===== src/rtl/a2d_spi_resp.sv =====
`default_nettype none
// ============================================================================
// Module   : a2d_spi_resp
// Brief    : SPI slave that models an A2D converter. Each frame shifts a 16-bit
//            command in on MOSI while returning, on MISO, the 12-bit value of
//            the channel commanded in the previous frame.
// Options  : define A2D_RESP_CHK_EN to compile in protocol checking (cmd_err).
// Revision : 1.0 - initial release
// ============================================================================
module a2d_spi_resp #(
  parameter int NUM_BITS = 16
) (
  input  logic        clk,
  input  logic        rst_n,
  input  logic        SS_n,
  input  logic        SCLK,
  input  logic        MOSI,
  output logic        MISO,
  input  logic [11:0] lft_ld,
  input  logic [11:0] rght_ld,
  input  logic [11:0] batt,
  output logic [2:0]  chnl,
  output logic        cmd_rdy,
  output logic        cmd_err
);

  localparam logic [4:0] c_CNT_LAST = 5'(NUM_BITS);
  // Bits [15:14] of the command only matter to the format check.
`ifdef A2D_RESP_CHK_EN
  localparam int c_RX_W = 16;
`else
  localparam int c_RX_W = 14;
`endif

  typedef enum logic [0:0] {
    S_IDLE  = 1'b0,
    S_SHIFT = 1'b1
  } state_t;

  logic              r_ss_s1, r_ss_s2, r_ss_d;
  logic              r_sclk_s1, r_sclk_s2, r_sclk_d;
  logic              r_mosi_s1, r_mosi_s2;
  state_t            r_state, w_state_nxt;
  logic [15:0]       r_tx;
  logic [c_RX_W-1:0] r_rx;
  logic [4:0]        r_cnt;
  logic [2:0]        r_chnl;
  logic              r_cmd_rdy;
  logic [11:0]       w_ld_val;
  logic              w_ss_fall, w_ss_rise, w_sclk_rise, w_sclk_fall;
  logic              w_start, w_end, w_done, w_rise_ok, w_fall_ok, w_miso;

  // Synchronize the asynchronous SPI pins; reset to the bus idle levels.
  always_ff @(posedge clk or negedge rst_n) begin
    if (!rst_n) begin
      r_ss_s1   <= 1'b1;
      r_ss_s2   <= 1'b1;
      r_ss_d    <= 1'b1;
      r_sclk_s1 <= 1'b1;
      r_sclk_s2 <= 1'b1;
      r_sclk_d  <= 1'b1;
      r_mosi_s1 <= 1'b0;
      r_mosi_s2 <= 1'b0;
    end else begin
      r_ss_s1   <= SS_n;
      r_ss_s2   <= r_ss_s1;
      r_ss_d    <= r_ss_s2;
      r_sclk_s1 <= SCLK;
      r_sclk_s2 <= r_sclk_s1;
      r_sclk_d  <= r_sclk_s2;
      r_mosi_s1 <= MOSI;
      r_mosi_s2 <= r_mosi_s1;
    end
  end

  assign w_ss_fall   =  r_ss_d   & ~r_ss_s2;
  assign w_ss_rise   = ~r_ss_d   &  r_ss_s2;
  assign w_sclk_rise = ~r_sclk_d &  r_sclk_s2;
  assign w_sclk_fall =  r_sclk_d & ~r_sclk_s2;

  // Response value for the channel held from the last completed command.
  always_comb begin
    w_ld_val = 12'h000;
    case (r_chnl)
      3'd0:    w_ld_val = lft_ld;
      3'd4:    w_ld_val = rght_ld;
      3'd5:    w_ld_val = batt;
      default: w_ld_val = 12'h000;
    endcase
  end

  // FSM state register.
  always_ff @(posedge clk or negedge rst_n) begin
    if (!rst_n) begin
      r_state <= S_IDLE;
    end else begin
      r_state <= w_state_nxt;
    end
  end

  // Next state and per-cycle datapath strobes; an SS_n rise masks any
  // SCLK edge seen in the same cycle.
  always_comb begin
    w_state_nxt = r_state;
    w_start     = 1'b0;
    w_end       = 1'b0;
    w_rise_ok   = 1'b0;
    w_fall_ok   = 1'b0;
    w_miso      = 1'b0;
    case (r_state)
      S_IDLE: begin
        if (w_ss_fall) begin
          w_state_nxt = S_SHIFT;
          w_start     = 1'b1;
        end
      end
      S_SHIFT: begin
        w_miso = r_tx[15];
        if (w_ss_rise) begin
          w_state_nxt = S_IDLE;
          w_end       = 1'b1;
        end else if (w_sclk_rise) begin
          w_rise_ok = (r_cnt != c_CNT_LAST);
        end else if (w_sclk_fall) begin
          // The fall that precedes the first rise must not shift out bit 15.
          w_fall_ok = (r_cnt != 5'd0);
        end
      end
      default: w_state_nxt = S_IDLE;
    endcase
  end

  assign w_done = w_end & (r_cnt == c_CNT_LAST);

  // Shift registers, bit counter and the command result registers.
  always_ff @(posedge clk or negedge rst_n) begin
    if (!rst_n) begin
      r_tx      <= 16'h0000;
      r_rx      <= '0;
      r_cnt     <= 5'd0;
      r_chnl    <= 3'd0;
      r_cmd_rdy <= 1'b0;
    end else begin
      r_cmd_rdy <= w_done;
      if (w_start) begin
        r_tx  <= {4'h0, w_ld_val};
        r_cnt <= 5'd0;
      end else if (w_fall_ok) begin
        r_tx <= {r_tx[14:0], 1'b0};
      end
      if (w_rise_ok) begin
        r_rx  <= {r_rx[c_RX_W-2:0], r_mosi_s2};
        r_cnt <= r_cnt + 5'd1;
      end
      if (w_done) begin
        r_chnl <= r_rx[13:11];
      end
    end
  end

  assign MISO    = w_miso;
  assign chnl    = r_chnl;
  assign cmd_rdy = r_cmd_rdy;

`ifdef A2D_RESP_CHK_EN
  logic w_abort, w_over, w_fmt_bad, r_err;

  assign w_abort   = w_end & (r_cnt != c_CNT_LAST);
  assign w_over    = (r_state == S_SHIFT) & ~w_ss_rise & w_sclk_rise &
                     (r_cnt == c_CNT_LAST);
  assign w_fmt_bad = (|r_rx[15:14]) | (|r_rx[10:0]);

  // Sticky protocol error: aborted frame, overlong frame or malformed command.
  always_ff @(posedge clk or negedge rst_n) begin
    if (!rst_n) begin
      r_err <= 1'b0;
    end else if (w_abort | w_over | (w_done & w_fmt_bad)) begin
      r_err <= 1'b1;
    end
  end

  assign cmd_err = r_err;
`else
  assign cmd_err = 1'b0;
`endif

endmodule
`default_nettype wire


===== config.mk =====
export PLATFORM = sky130hd
export DESIGN_NAME = a2d_spi_resp
export DESIGN_NICKNAME = d
export VERILOG_FILES = /design/src/rtl/a2d_spi_resp.sv
export SDC_FILE = /design/constraint.sdc
export NUM_CORES = 1
export LEC_CHECK = 0
export BUFFER_PORTS_ARGS = -buffer_cell sky130_fd_sc_hd__buf_2
export CORE_AREA = 2 2 90 109
export CTS_CLUSTER_DIAMETER = 150
export CTS_CLUSTER_SIZE = 16
export DETAILED_ROUTE_END_ITERATION = 7
export DIE_AREA = 0 0 92 111
export PLACE_DENSITY = 0.54
export SYNTH_ARGS = -nofsm -noshare
export SYNTH_HDL_FRONTEND = slang
export SYNTH_SLANG_ARGS = --single-unit

===== constraint.sdc =====
create_clock -name clk -period 2.46 [get_ports clk]
set_input_delay 0.246 -clock clk [delete_from_list [all_inputs] [get_ports clk]]
set_output_delay 0.246 -clock clk [all_outputs]
set_load 0.02 [all_outputs]

==> results of run 1 <==
[registers in the layout, indices dropped and copies added (netlist names)]
| register | cells |
|---|---|
| chnl | 3 |
| cmd_rdy | 1 |
| r_cnt | 5 |
| r_mosi_s1 | 1 |
| r_mosi_s2 | 1 |
| r_rx | 14 |
| r_sclk_d | 1 |
| r_sclk_s1 | 1 |
| r_sclk_s2 | 1 |
| r_ss_d | 1 |
| r_ss_s1 | 1 |
| r_ss_s2 | 1 |
| r_state | 1 |
| r_tx | 16 |
[cell usage after synthesis]
| cell type | instances | area share |
|---|---|---|
| dfrtp_1 | 42 | 0.45 |
| mux2_2 | 26 | 0.13 |
| nand2_1 | 14 | 0.022 |
| a22o_1 | 12 | 0.045 |
| o21ai_0 | 11 | 0.024 |
| a2bb2oi_2 | 9 | 0.058 |
| nor2_1 | 7 | 0.011 |
| dfstp_2 | 6 | 0.067 |
| buf_2 | 5 | 0.011 |
| mux2i_1 | 5 | 0.021 |
| nand3_1 | 5 | 0.011 |
| buf_6 | 3 | 0.014 |
| clkbuf_1 | 3 | 0.0048 |
| inv_1 | 3 | 0.0048 |
| mux2_1 | 3 | 0.014 |
| nor2b_1 | 3 | 0.0080 |
| o21ai_1 | 3 | 0.0064 |
| a2bb2oi_1 | 2 | 0.0075 |
| buf_4 | 2 | 0.0064 |
| ha_1 | 2 | 0.011 |
| nand2b_1 | 2 | 0.0053 |
| a21o_1 | 1 | 0.0032 |
| a311o_1 | 1 | 0.0043 |
| a32o_1 | 1 | 0.0043 |
| and2_1 | 1 | 0.0027 |
| and4b_1 | 1 | 0.0043 |
| and4bb_2 | 1 | 0.0053 |
| conb_1 | 1 | 0.0016 |
| nand2_2 | 1 | 0.0027 |
| nand4_4 | 1 | 0.0091 |
| nand4b_4 | 1 | 0.010 |
| nor3_1 | 1 | 0.0021 |
| nor3_4 | 1 | 0.0070 |
| nor3b_1 | 1 | 0.0032 |
| or3b_1 | 1 | 0.0037 |
| or4b_4 | 1 | 0.0059 |
| xor2_1 | 1 | 0.0037 |
[layer usage]
| metal | up-vias | track usage | share of wire |
|---|---|---|---|
| met5 | - | 0 | 0 |
| met4 | 0 | 0.0388 | 0.026 |
| met3 | 8 | 0.0231 | 0.036 |
| met2 | 30 | 0.165 | 0.50 |
| met1 | 804 | 0.116 | 0.43 |
| li1 | 745 | - | - |
[logic make-up (layout without fill, tap and decap cells)]
logic type                 count (synthesis)  after routing  synth area share
buffers and inverters                     16             60            0.0411
xor gates and xnor gates                   1              1           0.00374
adders and majority gates                  2              2            0.0107
other                                      1              1           0.00160
and+or+nand+nor                           42             42             0.114
muxes                                     34             34             0.161
DFF                                       48             48             0.516
AOI/OAI and AO/OA                         40             40             0.152
[per-stage QoR]
step | instance area [um2] | std cells
after floorplan | 2340 | 184
after detailed placement | 2670 | 343
after CTS | 2830 | 351
after global placement | 2670 | 343
final | 2830 | 351
after global routing | 2830 | 351
[power by group through the flow]
| stage | registers [mW] | clock network (mW) | logic [mW] |
|---|---|---|---|
| after global routing | 1.07 | 0.811 | 0.395 |
| after CTS | 1.05 | 0.776 | 0.366 |
| after global placement | 1.06 | 0 | 0.355 |
| after floorplan | 1.03 | 0 | 0.292 |
| after detailed placement | 1.06 | 0 | 0.365 |
| final | 1.05 | 0.758 | 0.359 |
[worst paths after layout]
path	endpoint	slack, ns	cells past startpoint
worst max-delay path	r_tx[6]	0.53	6
worst min-delay path	r_ss_s1	0.06	1
worst max register to register	r_tx[6]	0.53	6
worst min register to register	r_mosi_s2	0.35	0
max in group asynchronous	r_sclk_d	1.60	2
min in group asynchronous	r_tx[15]	0.11	1
[critical path, stage by stage, from the launching register on]
cell       delay, ns
dfrtp_1         0.41
inv_1           0.07
ha_1            0.15
or4b_4          0.47
nand4_4         0.11
nand2_1         0.33
a2bb2oi_2       0.25
[final cells by class]
class                           instances  area [um2]
Sequential cell                        48        1210
Timing Repair Buffer                   49         255
Multi-Input combinational cell        120        1040
Fill cell                             954        6440
Tap cell                              123         154
Inverter                                3        11.3
Clock inverter                          1        30.0
Clock buffer                            7         133
==> key figures, run 1 <==
Timing
  – RSZ-0062 raised after global routing: false
  – Max-slew violations: 0
  – Hold Slack: 0.0554 ns
  – Fmax: 519 MHz
  – Fin crit share: 0.784
  – Relative slew slack: 0.351
  – Final hold vios: 0
  – Tmin final: 1.93 ns
  – TNS Setup: 0 ns
  – Min setup slack post-route: 0.532 ns
  – Final setup viols: 0
  – Worst-Margin Slew: 0.973 ns
  – Clk_skew: 0.00808 ns

Critical path
  – Crit. Startpoint: r_cnt[0]
  – Critical Path AT: 2.09 ns
  – Crit end category: flop
  – Crit start category: flop
  – WS Path Type: flop to flop
  – Worst Path Required: 2.62 ns
  – Reg2reg start: r_cnt[0]
  – Worst-path maximum fanout: 11

Clock network
  – CTS resizes: 0
  – Reg clk slew, reported paths: 0.06 ns
  – CTS sink count: 48
  – CTS tree: yes
  – H-tree depth: 2
  – # hold bufs at CTS: 0
  – Insertion delay to the later sink of the worst-skew pair: 0.28 ns
  – CTS Root Cell: clkbuf_16
  – CTS Buf Count: 5
  – Max clock buf depth: 2
  – Post-CTS setup buffers: 0

Global routing
  – First-pass GRT wire length: 7.97 mm
  – GRT Total Usage: 0.0965
  – Vias in the first global route: 1,677
  – Grt ovf: 0
  – Initial antenna violation count: 0
  – Largest net degree at the start of global routing: 45

Pwr
  – Net Sw Frac: 0.237
  – Net Switching: 0.514 mW
  – Clk pwr share: 0.350
  – Combinational fraction of design power: 0.166
  – Pwr Total: 2.17 mW
  – Seq pwr share: 0.484
  – Leak: 1.33 nW
  – Pwr dens: 766 nW/um2
  – Peak supply drop: 0.000435 V
  – Internal power: 1.65 mW

Placement
  – Count of input and output buffers: 45
  – DP Wirelength: 3.40 mm
  – Dpl ws: 0.510 ns
  – Placer congestion estimate: 0.761

Route
  – Initial DRC Count: 46
  – Pre-Repair DR Iteration Count: 4
  – Routed Antenna Nets: 0
  – Via density per instance: 4.52
  – Routed wire length: 4.69 mm
  – Vias: 1,587
  – Wirelength per Cell: 13.4 um
  – # DRC: 0

Yosys
  – Synthesis warning total: 0
  – Synthesized instance count: 184
  – Syn Area/Cell: 12.7 um2
  – Mapped Area: 2340 um2
  – Synth cell types: 37
  – Register area share after synthesis: 0.516
  – Syn_nets: 227
  – #FFs+latches synth: 48

Floorplanning
  – DIE AREA: 10,200 um2
  – Ports: 47
  – Die height: 111 um
  – Die width: 92 um
  – Row count: 39
  – Core ar.: 9270 um2
  – Initial Util: 0.252

Final layout
  – Area growth, synth to finish: 20.8%
  – Layout cells sized above 1: 0.447
  – Util after Layout: 0.305
  – Diodes inserted: 0
  – Fin nets: 270
  – Commonest non-fill, non-tap cell in the layout: buf_2
  – Commonest cells after routing, fill and taps aside: 45 x buf_2, 42 x dfrtp_1, 26 x mux2_2

Job
  – Max-Cap Viols: 0

Status
  – Status: finished clean

Worst hold path
  – Hold Path Origin: SS_n
  – Tightest Hold Check Type: input port to flop
No activity file was read; power rests on OpenSTA's default activity.
==> run 2, diff against run 1 <==
--- a/config.mk
+++ b/config.mk
@@ -5,12 +5,13 @@
 export SDC_FILE = /design/constraint.sdc
 export NUM_CORES = 1
 export LEC_CHECK = 0
+export ABC_AREA = 1
 export BUFFER_PORTS_ARGS = -buffer_cell sky130_fd_sc_hd__buf_2
-export CORE_AREA = 2 2 90 109
+export CORE_AREA = 2 2 90 110
 export CTS_CLUSTER_DIAMETER = 150
 export CTS_CLUSTER_SIZE = 16
 export DETAILED_ROUTE_END_ITERATION = 7
-export DIE_AREA = 0 0 92 111
+export DIE_AREA = 0 0 92 112
 export PLACE_DENSITY = 0.54
 export SYNTH_ARGS = -nofsm -noshare
 export SYNTH_HDL_FRONTEND = slang
==> constraint.sdc (replaced) <==
create_clock -name clk -period 1.9 [get_ports clk]
set_input_delay 0.19 -clock clk [delete_from_list [all_inputs] [get_ports clk]]
set_output_delay 0.19 -clock clk [all_outputs]
set_load 0.02 [all_outputs]
==> run 2 against run 1 <==
- sequential share of layout area down 0.50 points
- final area is 1.2% higher
- via count increased by 26%
- fmax increased by 24%
- worst setup slack worse by 0.19 ns
- combinational power grew 31%
- first-iteration DRC count rose by 110%
- non-clock buffer count rose by 7
- largest power group unchanged
- routed wire length grew 4.4%
- synthesized cell count grew 59%
- highest routed layer unchanged
- count of clock-buffer cells in the layout unchanged
==> key figures, run 2 <==
Timing
  – Tmin final: 1.56 ns
  – Final setup viols: 0
  – Worst-Margin Slew: 0.653 ns
  – TNS Setup: 0 ns
  – RSZ-0062 raised after global routing: false
  – Fin crit share: 0.820
  – Final hold vios: 0
  – Clk_skew: 0.0102 ns
  – Max-slew violations: 0
  – Relative slew slack: 0.564
  – Fmax: 642 MHz

Route
  – Routed wire length: 4.90 mm
  – Via density per instance: 4.34
  – Vias: 2,000
  – WL met2: 2.10 mm
  – Pre-Repair DR Iteration Count: 4
  – Met3 WL: 319 um
  – Top routing layer used: met4
  – # DRC: 0
  – Met1 WL: 2.40 mm
  – Initial DRC Count: 97
  – Wirelength per Cell: 10.6 um
  – Routed Antenna Nets: 0

Yosys
  – Register area share after synthesis: 0.515
  – EDFF count, synth: 0
  – Async S/R FF share, synth: 1.00
  – Top post-synthesis cells by area: dfrtp_1 45%, nand2_1 19%, nand3_1 12%
  – Dominant synthesized flop cell: dfrtp_1
  – Synth cell types: 19
  – Synthesized instance count: 292
  – Synthesis warning total: 0
  – Mapped Area: 2340 um2
  – Top cell type's share of synthesized area: 0.448
  – Top cells by count, synth: 116 x nand2_1, 57 x nand3_1, 42 x dfrtp_1
  – Most common cell in the netlist: nand2_1
  – #FFs+latches synth: 48
  – Synth area leader: dfrtp_1
  – Syn Area/Cell: 8.03 um2
  – Syn_nets: 335

Clock network
  – Max clock buf depth: 2
  – CTS sink count: 48
  – H-tree depth: 2
  – CTS tree: yes
  – Insertion delay to the later sink of the worst-skew pair: 0.29 ns
  – Reg clk slew, reported paths: 0.06 ns
  – CTS Buf Count: 5
  – Post-CTS setup buffers: 0
  – CTS Root Cell: clkbuf_16

Status
  – Status: finished clean

Critical path
  – Critical Path AT: 1.76 ns
  – Worst reg2reg setup slack: 0.34 ns
  – Worst Path Required: 2.10 ns
  – Worst-path maximum fanout: 31
  – Crit start category: flop
  – Crit end category: flop
  – WS Path Type: flop to flop

Final layout
  – Layout cells sized above 1: 0.231
  – Largest register FFs: 16
  – Commonest cells after routing, fill and taps aside: 116 x nand2_1, 57 x nand3_1, 45 x buf_2
  – Post-Layout Cell Count: 461
  – Diodes inserted: 0
  – Area growth, synth to finish: 22.0%
  – Most flop-heavy register: r_tx
  – Fin nets: 380
  – Commonest non-fill, non-tap cell in the layout: nand2_1
  – Area of the multi-input gates: 968 um2
  – Regs by FF count: r_tx x16, r_rx x14, r_cnt x5
  – Fillers: 1,000
  – Register area: 1210 um2

Global routing
  – Initial antenna violation count: 0
  – GRT Total Usage: 0.100
  – Vias in the first global route: 1,888
  – Largest net degree at the start of global routing: 32
  – Grt ovf: 0
  – First-pass GRT wire length: 8.62 mm

Floorplanning
  – DIE AREA: 10,300 um2
  – Row count: 39
  – Core ar.: 9270 um2
  – Initial Util: 0.253
  – Die width: 92 um
  – Ports: 47
  – Die height: 112 um

Placement
  – DP Wirelength: 3.43 mm
  – Placer congestion estimate: 0.703
  – Dpl cells: 450
  – Count of input and output buffers: 45

Worst hold path
  – Tightest Hold Check Type: input port to flop

Job
  – Max-Cap Viols: 0

Pwr
  – Peak supply drop: 0.000337 V
  – Leak: 1.50 nW
  – Pwr dens: 944 nW/um2
  – Pwr Total: 2.70 mW
-- run 2: cell types whose count changed after synthesis, moves of 5 or more --
cell and change:
a2bb2oi_2 -9, mux2_2 -26, o21ai_0 -6, nand2_1 +102
inv_1 +11, buf_2 +6, mux2i_1 -5, a22o_1 -12
nand4_1 +14, nor2_1 -7, nand3_1 +52
-- run 2: report_power, final --
| group | switching (mW) | total (mW) | leakage, nW | internal [mW] |
|---|---|---|---|---|
| Combinational | 0.265 | 0.472 | 0.799 | 0.207 |
| Sequential | 0.111 | 1.33 | 0.626 | 1.22 |
| Clock | 0.368 | 0.895 | 0.0741 | 0.527 |
| Total | 0.744 | 2.70 | 1.50 | 1.96 |
-- run 2: worst max-delay path, cell delays in order, from the launching register on --
cell and delay, ns:
dfstp_2 0.55, nor3_2 0.06, inv_2 0.36, nand2_2 0.27, o21ai_0 0.22
-- run 2: cell families after synthesis --
family	Yosys count	synth area share
XOR/XNOR	3	0.0112
flip-flops	48	0.515
AO/OA/AOI/OAI	7	0.0160
buffers and inverters	35	0.0715
adder cells (fa/ha/maj)	2	0.0107
AND/OR/NAND/NOR	196	0.374
other	1	0.00160
-- run 2: path summary, 6_finish.rpt --
| kind | cells after the start | startpoint | to |
|---|---|---|---|
| setup / recovery | 4 | r_ss_s2 | r_tx[12] |
| hold / removal | 1 | SS_n | r_ss_s1 |
| setup reg to reg | 4 | r_ss_s2 | r_tx[12] |
| hold reg to reg | 0 | r_mosi_s1 | r_mosi_s2 |
| max in group asynchronous | 3 | rst_n | r_rx[7] |
| min in group asynchronous | 2 | rst_n | r_mosi_s1 |
-- run 2: layout make-up --
cell class / count / area share
Clock buffer: 7 / 0.0498
Clock inverter: 1 / 0.00306
Inverter: 17 / 0.0223
Multi-Input combinational cell: 209 / 0.338
Sequential cell: 48 / 0.422
Tap cell: 123 / 0.0538
Timing Repair Buffer: 56 / 0.110
-- run 2: routing by layer --
layer	vias up	track usage
met3	6	0.0210
met4	0	0.0358
li1	1030	-
met1	899	0.140
met5	-	0
met2	65	0.154
-- run 2: what timing repair did --
| action | CTS | global route |
|---|---|---|
| endpoints found under the hold margin | 22 | 1 |
| hold buffers | 2 | 1 |
| gates resized for setup | 0 | 0 |
-- run 2: stage by stage --
step | util | instance area [um2] | hold WS (ns) | setup slack [ns]
final | 0.309 | 2860 | 0.00835 | 0.343
after global routing | 0.309 | 2860 | 0.00434 | 0.176
after CTS | 0.308 | 2850 | 0.00172 | 0.310
after detailed placement | 0.289 | 2680 | 0.270 | 0.326
after global placement | 0.289 | 2680 | 0.263 | 0.340
after floorplan | - | 2340 | -0.106 | 0.556
